File: src/rtl/axis_frame_fifo.sv
// AXI-Stream FIFO: circular buffer of {tlast, tdata}, first-word-fall-through output.
// Define AXIS_FRAME_FIFO_STORE_FWD_EN to hold output until a whole frame is stored.
module axis_frame_fifo #(
    parameter int DATA_WIDTH = 64,
    parameter int DEPTH      = 16
) (
    input  logic                         clk,
    input  logic                         rst,
    input  logic                         s_axis_tvalid,
    input  logic [DATA_WIDTH-1:0]        s_axis_tdata,
    input  logic                         s_axis_tlast,
    output logic                         s_axis_tready,
    output logic                         m_axis_tvalid,
    output logic [DATA_WIDTH-1:0]        m_axis_tdata,
    output logic                         m_axis_tlast,
    input  logic                         m_axis_tready,
    output logic [$clog2(DEPTH):0]       fill_level,
    output logic [$clog2(DEPTH):0]       frame_count
);
    localparam int AW = $clog2(DEPTH);
    localparam logic [AW:0] FULL_XOR = {1'b1, {AW{1'b0}}};

    logic [DATA_WIDTH:0] mem [DEPTH];
    logic [AW:0]         wr_ptr_q, wr_ptr_d;
    logic [AW:0]         rd_ptr_q, rd_ptr_d;
    logic [AW:0]         frame_cnt_q, frame_cnt_d;
    logic                s_ready_q, s_ready_d;
    logic                full, empty, wr_en, rd_en, m_valid;
    logic [DATA_WIDTH:0] head;
    logic                head_last;

    assign full      = (wr_ptr_q ^ rd_ptr_q) == FULL_XOR;
    assign empty     = (wr_ptr_q == rd_ptr_q);
    assign head      = mem[rd_ptr_q[AW-1:0]];
    assign head_last = head[DATA_WIDTH];

`ifdef AXIS_FRAME_FIFO_STORE_FWD_EN
    logic in_prog_q, in_prog_d;

    // Full with no complete frame stored releases words so the writer cannot deadlock.
    assign m_valid = !empty && ((frame_cnt_q != '0) || full || in_prog_q);

    always_comb begin
        in_prog_d = in_prog_q;
        if (rd_en) in_prog_d = !head_last;
    end

    always_ff @(posedge clk or posedge rst) begin
        if (rst) in_prog_q <= 1'b0;
        else     in_prog_q <= in_prog_d;
    end
`else
    assign m_valid = !empty;
`endif

    // s_ready_q already implies not full, so writes can never overflow.
    assign wr_en = s_axis_tvalid && s_ready_q;
    assign rd_en = m_valid && m_axis_tready;

    always_comb begin
        wr_ptr_d    = wr_ptr_q + {{AW{1'b0}}, wr_en};
        rd_ptr_d    = rd_ptr_q + {{AW{1'b0}}, rd_en};
        frame_cnt_d = frame_cnt_q;
        case ({wr_en && s_axis_tlast, rd_en && head_last})
            2'b10:   frame_cnt_d = frame_cnt_q + 1'b1;
            2'b01:   frame_cnt_d = frame_cnt_q - 1'b1;
            default: frame_cnt_d = frame_cnt_q;
        endcase
        // Ready is registered from the next pointer state, never from m_axis_tready.
        s_ready_d = ((wr_ptr_d ^ rd_ptr_d) != FULL_XOR);
    end

    always_ff @(posedge clk or posedge rst) begin
        if (rst) begin
            wr_ptr_q    <= '0;
            rd_ptr_q    <= '0;
            frame_cnt_q <= '0;
            s_ready_q   <= 1'b0;
        end else begin
            wr_ptr_q    <= wr_ptr_d;
            rd_ptr_q    <= rd_ptr_d;
            frame_cnt_q <= frame_cnt_d;
            s_ready_q   <= s_ready_d;
        end
    end

    always_ff @(posedge clk) begin
        if (wr_en) mem[wr_ptr_q[AW-1:0]] <= {s_axis_tlast, s_axis_tdata};
    end

    assign s_axis_tready = s_ready_q;
    assign m_axis_tvalid = m_valid;
    assign m_axis_tdata  = head[DATA_WIDTH-1:0];
    assign m_axis_tlast  = m_valid && head_last;
    assign fill_level    = wr_ptr_q - rd_ptr_q;
    assign frame_count   = frame_cnt_q;
endmodule

File: config.mk
export PLATFORM = sky130hd
export DESIGN_NAME = axis_frame_fifo
export DESIGN_NICKNAME = d
export VERILOG_FILES = /design/src/rtl/axis_frame_fifo.sv
export SDC_FILE = /design/constraint.sdc
export NUM_CORES = 1
export LEC_CHECK = 0
export CAP_MARGIN = 20
export CORE_MARGIN = 3
export CORE_UTILIZATION = 45
export CTS_CLUSTER_DIAMETER = 50
export CTS_CLUSTER_SIZE = 12
export DETAILED_ROUTE_END_ITERATION = 8
export SLEW_MARGIN = 20
export SYNTH_ARGS = -nofsm -noshare
export SYNTH_HDL_FRONTEND = slang
export SYNTH_SLANG_ARGS = --single-unit
export TNS_END_PERCENT = 30
File: constraint.sdc
create_clock -name clk -period 6.2 [get_ports clk]
set_input_delay 1.24 -clock clk [delete_from_list [all_inputs] [get_ports clk]]
set_output_delay 1.24 -clock clk [all_outputs]
set_load 0.02 [all_outputs]
==> impl_metrics.ini, run 1 <==
[worst_setup_path]
end_kind = primary output
crit_type = register to primary output
crit_arrival_ns = 3.87
crit_start = rd_ptr_q[1]$_DFF_PP0_
critical_path.slowest_cell = dfrtp_4
max_stage_delay_ns = 0.86
critPathLaunchType = register
crit_required_ns = 4.96
r2r-start = rd_ptr_q[1]$_DFF_PP0_
crit_path_max_fanout = 51
crit_path_cell_trace = and2_4 > buf_12 > a221oi_1 > o21ai_0 > nand2_1 > clkdlybuf4s50_1

[pwr]
leakage_nw = 15.4
power_switching_mw = 7.62
ir_drop_mv = 0.281
p_per_area_nw_per_um2 = 488
power.internal_mw = 15.3
swShare = 0.332
power_frac_clock = 0.255
p_total_mw = 23.0
pwr-share-seq = 0.397
p_comb_frac = 0.348

[synthesis]
ys_types = 44
synth_area_per_cell_sq_um = 20.5
synthFlopType = edfxtp_1
synth-seq-cells = 1056
yosys.area_share.xor_xnor = 0.00510
synth_seq_area_share = 0.772
synth_most_common_cell = edfxtp_1
synth_nets = 2084
synth_area_leaders = edfxtp_1 (76%), mux4_2 (7.3%), mux2i_1 (6.3%)
async_reset_ff_frac = 0.0152
synth-compound-area-share = 0.0543
synth_edf_count = 1040
synth_top_family_by_area = multiplexers
synth_mux_area_frac = 0.136
synth_warnings = 0
synthAdderAreaFrac = 0.00385
yosysTopAreaCell = edfxtp_1
yosys.area_share.simple = 0.0118
yosysTopAreaCellShare = 0.762
syn-instance-count = 2003
ys_top_cells_by_count = edfxtp_1 (1040), mux2i_1 (256), mux4_2 (132), a221oi_1 (100), nand2_1 (81)
syn-cell-area_sq_um = 41000

[sta]
fmax_mhz = 196
setup_viol = 0
period_share = 0.824
relSlewSlack = 0.278
tightest_slew_ns = 1.08
finalCriticalPeriod_ns = 5.11
rsz0062_at_grt = false
drv_slew = 0
hold_viol_final = 0
clock_skew_ns = 0.0162

[floorplan]
dieArea_sq_um = 94800
die_h_um = 308
die_width_um = 308
pin_count = 146
start_util = 0.455
row_count = 110
core_sq_um = 90100

[final_layout]
final_core_util = 0.522
fill_cells = 6903
seq_area_sq_um = 31600
area_delta_synth_final_pct = 14.8
fin_cells = 3411
nets = 2267
multi_input_comb_area_sq_um = 8780
final_layout_size_suffix_gt1_frac = 0.163
final_area_sq_um = 47100

[grt]
track_usage = 0.197
grt_max_degree = 79
first_global_vias = 20500
antenna_found_initial = 8
grt_overflow_total = 0
grt_first_pass_wirelength_um = 137000

[clock_network]
clk_pin_slew_ns = 0.06
cts_buffer_depth = 3
hold_buffers = 0
post_cts_buffers = 0
clk_latency_ns = 0.67
numCtsBuffers = 105
tritoncts = built
cts-htree-levels = 3
cts-root-buf = clkbuf_16
cts_sinks = 1056
postCtsResizedCells = 0

[placed_design]
io_buffers = 145
dp.cells = 3255
hpwl_um = 46800
place_area_sq_um = 44000
gp_congestion = 0.732

[route]
wire_per_inst_um = 27.3
wl_um = 93100
drtAntennaViolNets = 0
drc = 0
drt_iter0_markers = 1836
viasPerCell = 5.85
dr.pass1.iters = 5
vias = 20000

[min_path]
hold_path_class = register to register
holdCritStartpoint = frame_count[4]$_DFFE_PP0P_

[job]
drv_cap = 0

[outcome]
status = finished, final reports clean
==> critical path: cells and delay by family (launching register included) <==
| family | cells | cell delay (ns) |
|---|---|---|
| AOI/OAI and AO/OA | 2 | 0.39 |
| buffers and inverters | 2 | 0.99 |
| DFF | 1 | 0.86 |
| and+or+nand+nor | 2 | 0.91 |
==> per-stage QoR <==
| stage | TNS, ns | worst slack (ns) | hold WS, ns |
|---|---|---|---|
| 2_1_floorplan | -39.44 | -0.305 | 0.536 |
| 3_3_place_gp | 0 | 1.72 | 0.458 |
| 3_5_place_dp | 0 | 1.70 | 0.461 |
| 4_1_cts | 0 | 0.957 | 0.475 |
| 5_1_grt | 0 | 0.877 | 0.495 |
| 6_report | 0 | 1.09 | 0.475 |
==> cell usage in the layout, fill, tap and decap left out, drive strengths merged, types with 2 or more instances in the layout <==
cell type | synthesis | layout
edfxtp | 1040 | 1040
mux2 | 2 | 2
buf | 80 | 45
bufinv | 0 | 6
nor3 | 5 | 5
a22oi | 65 | 65
o21ai | 67 | 67
clkbuf | 34 | 122
a21oi | 6 | 6
diode | 0 | 5
xnor2 | 13 | 13
nand2 | 81 | 81
nor2 | 24 | 24
a221oi | 128 | 128
nand3 | 4 | 4
mux2i | 256 | 256
dfrtp | 16 | 16
clkinvlp | 0 | 4
mux4 | 132 | 132
xor2 | 10 | 10
inv | 13 | 19
a21o | 2 | 2
clkdlybuf4s50 | 0 | 145
clkinv | 0 | 13
ha | 11 | 11
==> power groups by stage <==
| stage | Combinational (mW) | Sequential, mW | Clock, mW |
|---|---|---|---|
| 6_report | 8.00 | 9.11 | 5.85 |
| 5_1_grt | 8.56 | 9.18 | 6.28 |
| 4_1_cts | 8.14 | 9.12 | 5.99 |
| 3_5_place_dp | 8.12 | 9.27 | 0 |
| 3_3_place_gp | 8.06 | 9.23 | 0 |
| 2_1_floorplan | 5.33 | 9.05 | 0 |
==> area by class of cell <==
type                    instances  area share
flip-flops and latches       1056       0.672
well taps                    1176      0.0313
clock buffers                 122      0.0581
clock inverters                29     0.00731
repair buffers                190      0.0431
diodes                          5    0.000266
inverters                      13     0.00109
multi-input cells             820       0.187
==> registers in the layout, indices dropped and copies added (netlist names) <==
register and flops:
wr_ptr_q 5, mem 1040, s_axis_tready 1, frame_count 5
rd_ptr_q 5
==> cell families after synthesis <==
family | Yosys count
DFF | 1056
muxes | 390
AOI/OAI and AO/OA | 274
buffers and inverters | 127
and+or+nand+nor | 121
xor gates and xnor gates | 23
adders and majority gates | 12
==> final timing paths <==
kind                            cells past startpoint  slack (ns)                          to
worst min-delay path                                1        0.47  frame_count[4]$_DFFE_PP0P_
min in group asynchronous                           2        0.99  frame_count[4]$_DFFE_PP0P_
worst max-delay path                                6        1.09            m_axis_tdata[21]
worst min register to register                      1        0.47  frame_count[4]$_DFFE_PP0P_
max in group asynchronous                           2        4.70       rd_ptr_q[3]$_DFF_PP0_
worst max register to register                     14        1.97  frame_count[4]$_DFFE_PP0P_
==> metal layers <==
| metal | wire length, um | vias up | GRT usage |
|---|---|---|---|
| met4 | 1460 | 4 | 0.0474 |
| li1 | - | 8698 | - |
| met1 | 40900 | 10700 | 0.276 |
| met5 | 27 | - | 0 |
| met2 | 46200 | 505 | 0.327 |
| met3 | 4470 | 105 | 0.0307 |
Power figures use the tool's default switching activity.
==> run 2: changes to the inputs <==
- clock period: 6.2 -> 5.3 ns (I/O delays scaled with it)
==> impl_metrics.ini, run 2 (same netlist as run 1, synthesis figures left out) <==
[outcome]
status = finished, final reports clean

[route]
wl_um = 94500
vias = 20100
wire_per_inst_um = 27.4
viasPerCell = 5.84
drc = 0
drt_iter0_markers = 1728
drtAntennaViolNets = 0
dr.pass1.iters = 5

[worst_setup_path]
crit_path_max_fanout = 94
r2r_setup_slack_ns = 1.38
critPathLaunchType = register
end_kind = primary output
crit_arrival_ns = 3.63
crit_required_ns = 4.24
crit_type = register to primary output

[sta]
fmax_mhz = 213
tightest_slew_ns = 1.06
rsz0062_at_grt = false
clock_skew_ns = 0.0384
whs_ns = 0.475
drv_slew = 0
tns_ns = 0
relSlewSlack = 0.296
setup_ws_ns = 0.607
hold_viol_final = 0
period_share = 0.885
finalCriticalPeriod_ns = 4.69
setup_viol = 0

[clock_network]
tritoncts = built
cts_sinks = 1056
hold_buffers = 0
post_cts_buffers = 0
cts_buffer_depth = 3
postCtsResizedCells = 0
cts-htree-levels = 3
clk_latency_ns = 0.68
numCtsBuffers = 111
cts-root-buf = clkbuf_16
clk_pin_slew_ns = 0.06

[placed_design]
io_buffers = 145
place_ws_ns = 1.22
hpwl_um = 47700
place_area_sq_um = 44100
dp.cells = 3272
gp_congestion = 0.737

[min_path]
hold_path_class = register to register

[pwr]
ir_drop_mv = 0.335
power.internal_mw = 18.4
power_switching_mw = 9.10
swShare = 0.330
p_per_area_nw_per_um2 = 579
p_total_mw = 27.5
leakage_nw = 15.7
pwr-share-seq = 0.384
power_frac_clock = 0.268
p_comb_frac = 0.349

[grt]
grt_max_degree = 95
grt_first_pass_wirelength_um = 140000
first_global_vias = 20900
track_usage = 0.201
grt_overflow_total = 0
antenna_found_initial = 7

[floorplan]
dieArea_sq_um = 94800
start_util = 0.455
row_count = 110
die_h_um = 308
die_width_um = 308
pin_count = 146
core_sq_um = 90100

[final_layout]
final_area_sq_um = 47600
fin_cells = 3444
final_layout_size_suffix_gt1_frac = 0.178
mostFrequentLayoutCell = edfxtp_1
nets = 2290
final_cell_mix = edfxtp_1 (1040), mux2i_1 (256), clkdlybuf4s50_1 (145)
area_delta_synth_final_pct = 16.1
final_core_util = 0.528
largest_reg_flops = 1040

[job]
drv_cap = 0
run 2: cell count changes in the layout (fill, tap and decap cells not counted), moves of 4 or more:
cell,change
buf_4,+13
clkinv_2,+9
clkbuf_1,-7
clkbuf_16,+5
buf_12,+4
bufinv_16,+4
run 2: metal layers:
layer / wire (um) / GRT usage / up-vias / part of all wire
met5: 38 / 0 / - / 0.00040
met4: 1630 / 0.0503 / 6 / 0.017
met3: 5270 / 0.0366 / 115 / 0.056
met2: 47100 / 0.337 / 547 / 0.50
met1: 40400 / 0.276 / 10700 / 0.43
li1: - / - / 8759 / -
run 2: final cells by class:
type	instances	area (sq um)
Fill cell	6909	42600
Inverter	13	51.3
Tap cell	1176	1470
Clock inverter	46	564
Clock buffer	122	2860
Multi-Input combinational cell	820	8770
Timing Repair Buffer	207	2200
Antenna cell	4	10.0
Sequential cell	1056	31600
run 2: final timing paths:
kind | cells after the start | endpoint | from
max in group asynchronous | 2 | rd_ptr_q[3]$_DFF_PP0_ | rst
setup reg to reg | 14 | frame_count[4]$_DFFE_PP0P_ | rd_ptr_q[1]$_DFF_PP0_
hold / removal | 1 | frame_count[4]$_DFFE_PP0P_ | frame_count[4]$_DFFE_PP0P_
setup / recovery | 6 | m_axis_tdata[10] | rd_ptr_q[1]$_DFF_PP0_
hold reg to reg | 1 | frame_count[4]$_DFFE_PP0P_ | frame_count[4]$_DFFE_PP0P_
min in group asynchronous | 2 | wr_ptr_q[0]$_DFF_PP0_ | rst
run 2: power by group through the flow:
stage / Combinational [mW] / Sequential [mW] / Clock, mW
2_1_floorplan: 6.23 / 10.6 / 0
3_3_place_gp: 9.66 / 10.7 / 0
3_5_place_dp: 9.75 / 10.8 / 0
4_1_cts: 9.77 / 10.6 / 7.53
5_1_grt: 10.3 / 10.7 / 7.87
6_report: 9.60 / 10.6 / 7.37
run 2: critical path: stages (launching register included):
cell and delay [ns]:
dfrtp_4 0.64, buf_12 0.57, buf_4 0.46, mux4_2 0.36, a22oi_1 0.20, nand2_1 0.12, clkdlybuf4s50_1 0.55
==> run 3: changes to the inputs <==
- ABC_AREA: not set -> 0
==> results of run 3 <==
Same layout as run 2: the final DEF is identical, and so are final timing and power.
==> variant 1: new RTL, config.mk and constraints of run 2 <==
The parameter `DATA_WIDTH` goes from 64 to 32.
--- a/src/rtl/axis_frame_fifo.sv
+++ b/src/rtl/axis_frame_fifo.sv
@@ -1,7 +1,7 @@
 // AXI-Stream FIFO: circular buffer of {tlast, tdata}, first-word-fall-through output.
 // Define AXIS_FRAME_FIFO_STORE_FWD_EN to hold output until a whole frame is stored.
 module axis_frame_fifo #(
-    parameter int DATA_WIDTH = 64,
+    parameter int DATA_WIDTH = 32,
     parameter int DEPTH      = 16
 ) (
     input  logic                         clk,
Interface: changed (resized m_axis_tdata and s_axis_tdata); port bits go from 146 to 82. The function was not compared with the original's and may differ.
==> variant 1 against run 2 <==
  * Final area fell by 48%
  * Routed wire length fell by 50%
  * Final cell count decreased by 47%
  * Sequential cell count decreased by 512
  * Setup slack gained 0.11 ns
  * Sequential share of layout area down 0.90 points
  * Count of clock-buffer cells in the layout is 53 lower
  * Power decreased by 48%
  * Clock skew shrank 0.020 ns
  * Area after synthesis is 47% lower
  * Critical path type unchanged
  * Critical endpoint is now m_axis_tdata[5]
  * Largest power group unchanged
==> variant 1: results <==
critical_path:
  ff2ff_setup_slack_ns: 1.53
  arrival_ns: 3.53
  r2r_start: "rd_ptr_q[0]"
  path_max_fanout: 35
clock_network:
  cts_buffers: 56
  clkLatencyLatePin_ns: 0.59
placement:
  gp_congestion: 0.7173
  dp_hpwl_um: 25690
  placed_area_um2: 23180
  io_buffers: 81
power:
  ir_drop_mv: 0.3911
  switching_power_uw: 4845
detailed_routing:
  drtIter0Drc: 841
  viasPerCell: 5.711
synth:
  synth_edf_count: 528
  netlist_top_cells_count: "edfxtp_1 (528), mux2i_1 (129), mux4_2 (68)"
  yosys-top-cells-area: "edfxtp_1 (74%), mux4_2 (7.1%), mux2i_1 (6.0%)"
layout:
  fin_nets: 1252
  diodes: 0
  num-fill-cells: 3634
global_routing:
  grt_pass1_vias: 10870
  grtUsageTotal_pct: 18.79
  grt_pass1_wl_um: 70310
outcome:
  status: "completed"
sta:
  final.setup_skew_ns: 0.01802
  worst_slew_pin_slew_ns: 0.9549
-- variant 1: how the worst max path moves through the flow --
stage,endpoint,from
finish,m_axis_tdata[5],rd_ptr_q[0]
global placement,m_axis_tdata[0],rd_ptr_q[0]
CTS,m_axis_tdata[5],rd_ptr_q[0]
detailed placement,m_axis_tdata[5],rd_ptr_q[0]
floorplan,mem[0][0],s_axis_tvalid
global route,m_axis_tdata[9],rd_ptr_q[0]
-- variant 1: metrics by stage --
step | utilization (%) | power, uW | hold slack (ns) | instances | worst slack, ns
finish | 52.80 | 14360 | 0.4773 | 1835 | 0.7123
global route | 52.80 | 15080 | 0.5078 | 1835 | 0.4626
CTS | 52.80 | 14560 | 0.4867 | 1835 | 0.6382
detailed placement | 49.37 | 10960 | 0.4757 | 1752 | 1.303
global placement | 49.37 | 10920 | 0.4568 | 1752 | 1.332
floorplan | - | 9078 | 0.5357 | 1084 | 1.047
-- variant 1: cell families after synthesis --
family          count (synthesis)  share of synthesized area (%)
compound gates                146                          5.787
mux                           198                          13.16
simple gates                   89                          1.743
flops                         544                          75.48
xor+xnor                       23                         0.9703
fa+ha+maj                      12                         0.7320
buf+inv                        72                          2.126
-- variant 1: critical path, stage by stage, from the launching register on --
cell             delay (ns)
dfrtp_4                0.87
buf_4                  0.51
mux2i_1                0.14
a221oi_1               0.47
o21ai_0                0.15
nand2_1                0.15
clkdlybuf4s50_1        0.63
-- variant 1: area by class of cell --
cell class	instances	area, um2	area share [%]
Timing Repair Buffer	120	1166	4.704
Multi-Input combinational cell	468	4940	19.92
Inverter	13	48.80	0.1968
Clock inverter	14	141.4	0.5703
Tap cell	607	759.5	3.063
Clock buffer	69	1471	5.935
Sequential cell	544	16270	65.61
-- variant 1: power groups by stage --
stage	Sequential, uW	Combinational [uW]	Clock, uW
final	5490	5290	3580
after global routing	5540	5690	3840
after CTS	5500	5390	3670
after detailed placement	5590	5370	0
after global placement	5570	5350	0
after floorplan	5480	3600	0
-- variant 1: metal layers --
| layer | GRT usage, % | share of wire [%] |
|---|---|---|
| met5 | 0 | 0 |
| met4 | 5.065 | 1.9 |
| met3 | 2.806 | 4.5 |
| met2 | 31.80 | 51 |
| met1 | 25.80 | 43 |
==> variant 2: new RTL, flow settings as in run 2 <==
Without the edit above. Put a register stage on the output `fill_level`. The value now appears one clock later. The other outputs are not delayed to match.
--- a/src/rtl/axis_frame_fifo.sv
+++ b/src/rtl/axis_frame_fifo.sv
@@ -92,7 +92,9 @@
     assign m_axis_tvalid = m_valid;
     assign m_axis_tdata  = head[DATA_WIDTH-1:0];
     assign m_axis_tlast  = m_valid && head_last;
-    assign fill_level    = wr_ptr_q - rd_ptr_q;
+    always_ff @(posedge clk) begin
+        fill_level <= wr_ptr_q - rd_ptr_q;
+    end
     assign frame_count   = frame_cnt_q;
 endmodule
 
Formal check against the unedited RTL: not equivalent (a bounded check fails within 4 cycles, from zero or initial values and one cycle with rst high).
==> variant 2 against run 2 <==
  * Setup slack lost 0.20 ns
  * Sequential cell count grew 5
  * Register-to-register slack lost 0.30 ns
  * Routed wire length grew 0.54%
  * Final cell count grew 0.87%
  * Area after synthesis is essentially flat
  * Clock skew shrank 0.014 ns
  * Final area grew 0.68%
  * Power is essentially flat
  * Core utilization grew 0.36 points
  * Worst hold slack gained 0.0062 ns
  * Global-route usage shrank 0.079 points
  * Sequential share of layout area shrank 0.24 points
  * Critical endpoint is now m_axis_tlast
  * Largest power group unchanged
==> variant 2: results <==
synth:
  netlist_top_cells_count: "edfxtp_1 (1040), mux2i_1 (256), mux4_2 (132)"
  syn-num-nets: 2089
  yosysUniqueCellTypes: 45
  async_flop_share_pct: 1.508
  yosys-top-cells-area: "edfxtp_1 (76%), mux4_2 (7.2%), mux2i_1 (6.2%)"
global_routing:
  grt.met1_usage_pct: 27.77
  grt_pass1_vias: 20940
  grt_pass1_wl_um: 139600
  grtUsageTotal_pct: 20.05
  grt_max_degree: 120
  antenna_found_initial: 4
  grt_use_met3_pct: 3.152
layout:
  fin_nets: 2305
  drive_gt1_share_pct: 17.25
  synthToLayoutAreaGrowth_pct: 16.81
detailed_routing:
  met2_length_um: 47580
  routed-via-count: 20280
  m1WireLength_um: 40210
  drtIter0Drc: 1864
power:
  switching_power_uw: 9026
  leakagePower_uw: 0.01583
  comb_power_uw: 9510
  ir_drop_mv: 0.4007
  power_uw: 27560
placement:
  dpl_worst_slack_ns: 1.002
  io_buffers: 145
  dp_hpwl_um: 48590
  placed_area_um2: 44400
sta:
  final.setup_skew_ns: 0.02461
  slew_headroom_pct: 28.32
critical_path:
  path_max_fanout: 57
  crit_start: "rd_ptr_q[2]"
  crit_path_top_delay_cell: "buf_4"
  slowest_delay_ns: 0.90
  ff2ff_setup_slack_ns: 1.08
clock_network:
  cts_buffers: 114
outcome:
  status: "completed"
==> variant 2: cell count changes in the layout (fill, tap and decap cells not counted), moves of 5 or more <==
| cell | before | now |
|---|---|---|
| inv_6 | 3 | 9 |
| buf_12 | 23 | 40 |
| a221oi_2 | 28 | 10 |
| dfxtp_1 | 0 | 5 |
| buf_4 | 39 | 27 |
| clkbuf_1 | 8 | 14 |
| a221oi_1 | 100 | 119 |
| clkinv_1 | 9 | 17 |
==> variant 2: worst min path at each step <==
| stage | to | slack (ns) | depth (start not counted) |
|---|---|---|---|
| after global routing | frame_count[4] | 0.50 | 1 |
| after floorplan | fill_level[0] | 0.53 | 2 |
| final | frame_count[4] | 0.48 | 1 |
| after CTS | frame_count[4] | 0.49 | 1 |
| after detailed placement | frame_count[4] | 0.48 | 1 |
| after global placement | frame_count[4] | 0.48 | 1 |
==> variant 2: layout make-up <==
type	instances	share of cell area (%)
well taps	1176	3.072
flip-flops and latches	1061	66.27
clock buffers	129	6.117
diodes	3	0.01567
repair buffers	213	5.156
clock inverters	58	1.186
inverters	13	0.1045
multi-input cells	821	18.08
==> variant 2: stage by stage <==
| stage | std cells | hold WS, ns |
|---|---|---|
| 5_1_grt | 3471 | 0.4986 |
| 4_1_cts | 3471 | 0.4876 |
| 3_5_place_dp | 3284 | 0.4756 |
| 3_3_place_gp | 3283 | 0.4762 |
| 6_report | 3474 | 0.4808 |
| 2_1_floorplan | 2008 | 0.5335 |
==> variant 2: kinds of logic (layout without fill, tap and decap cells) <==
kind of cell	after synthesis	in the layout	share of synthesized area, %
AO/OA/AOI/OAI	272	272	5.120
XOR/XNOR	23	23	0.5096
adder cells (fa/ha/maj)	12	12	0.3844
buffers and inverters	126	413	1.831
flip-flops	1061	1061	77.38
multiplexers	390	390	13.56
other	0	3	0
AND/OR/NAND/NOR	124	124	1.217
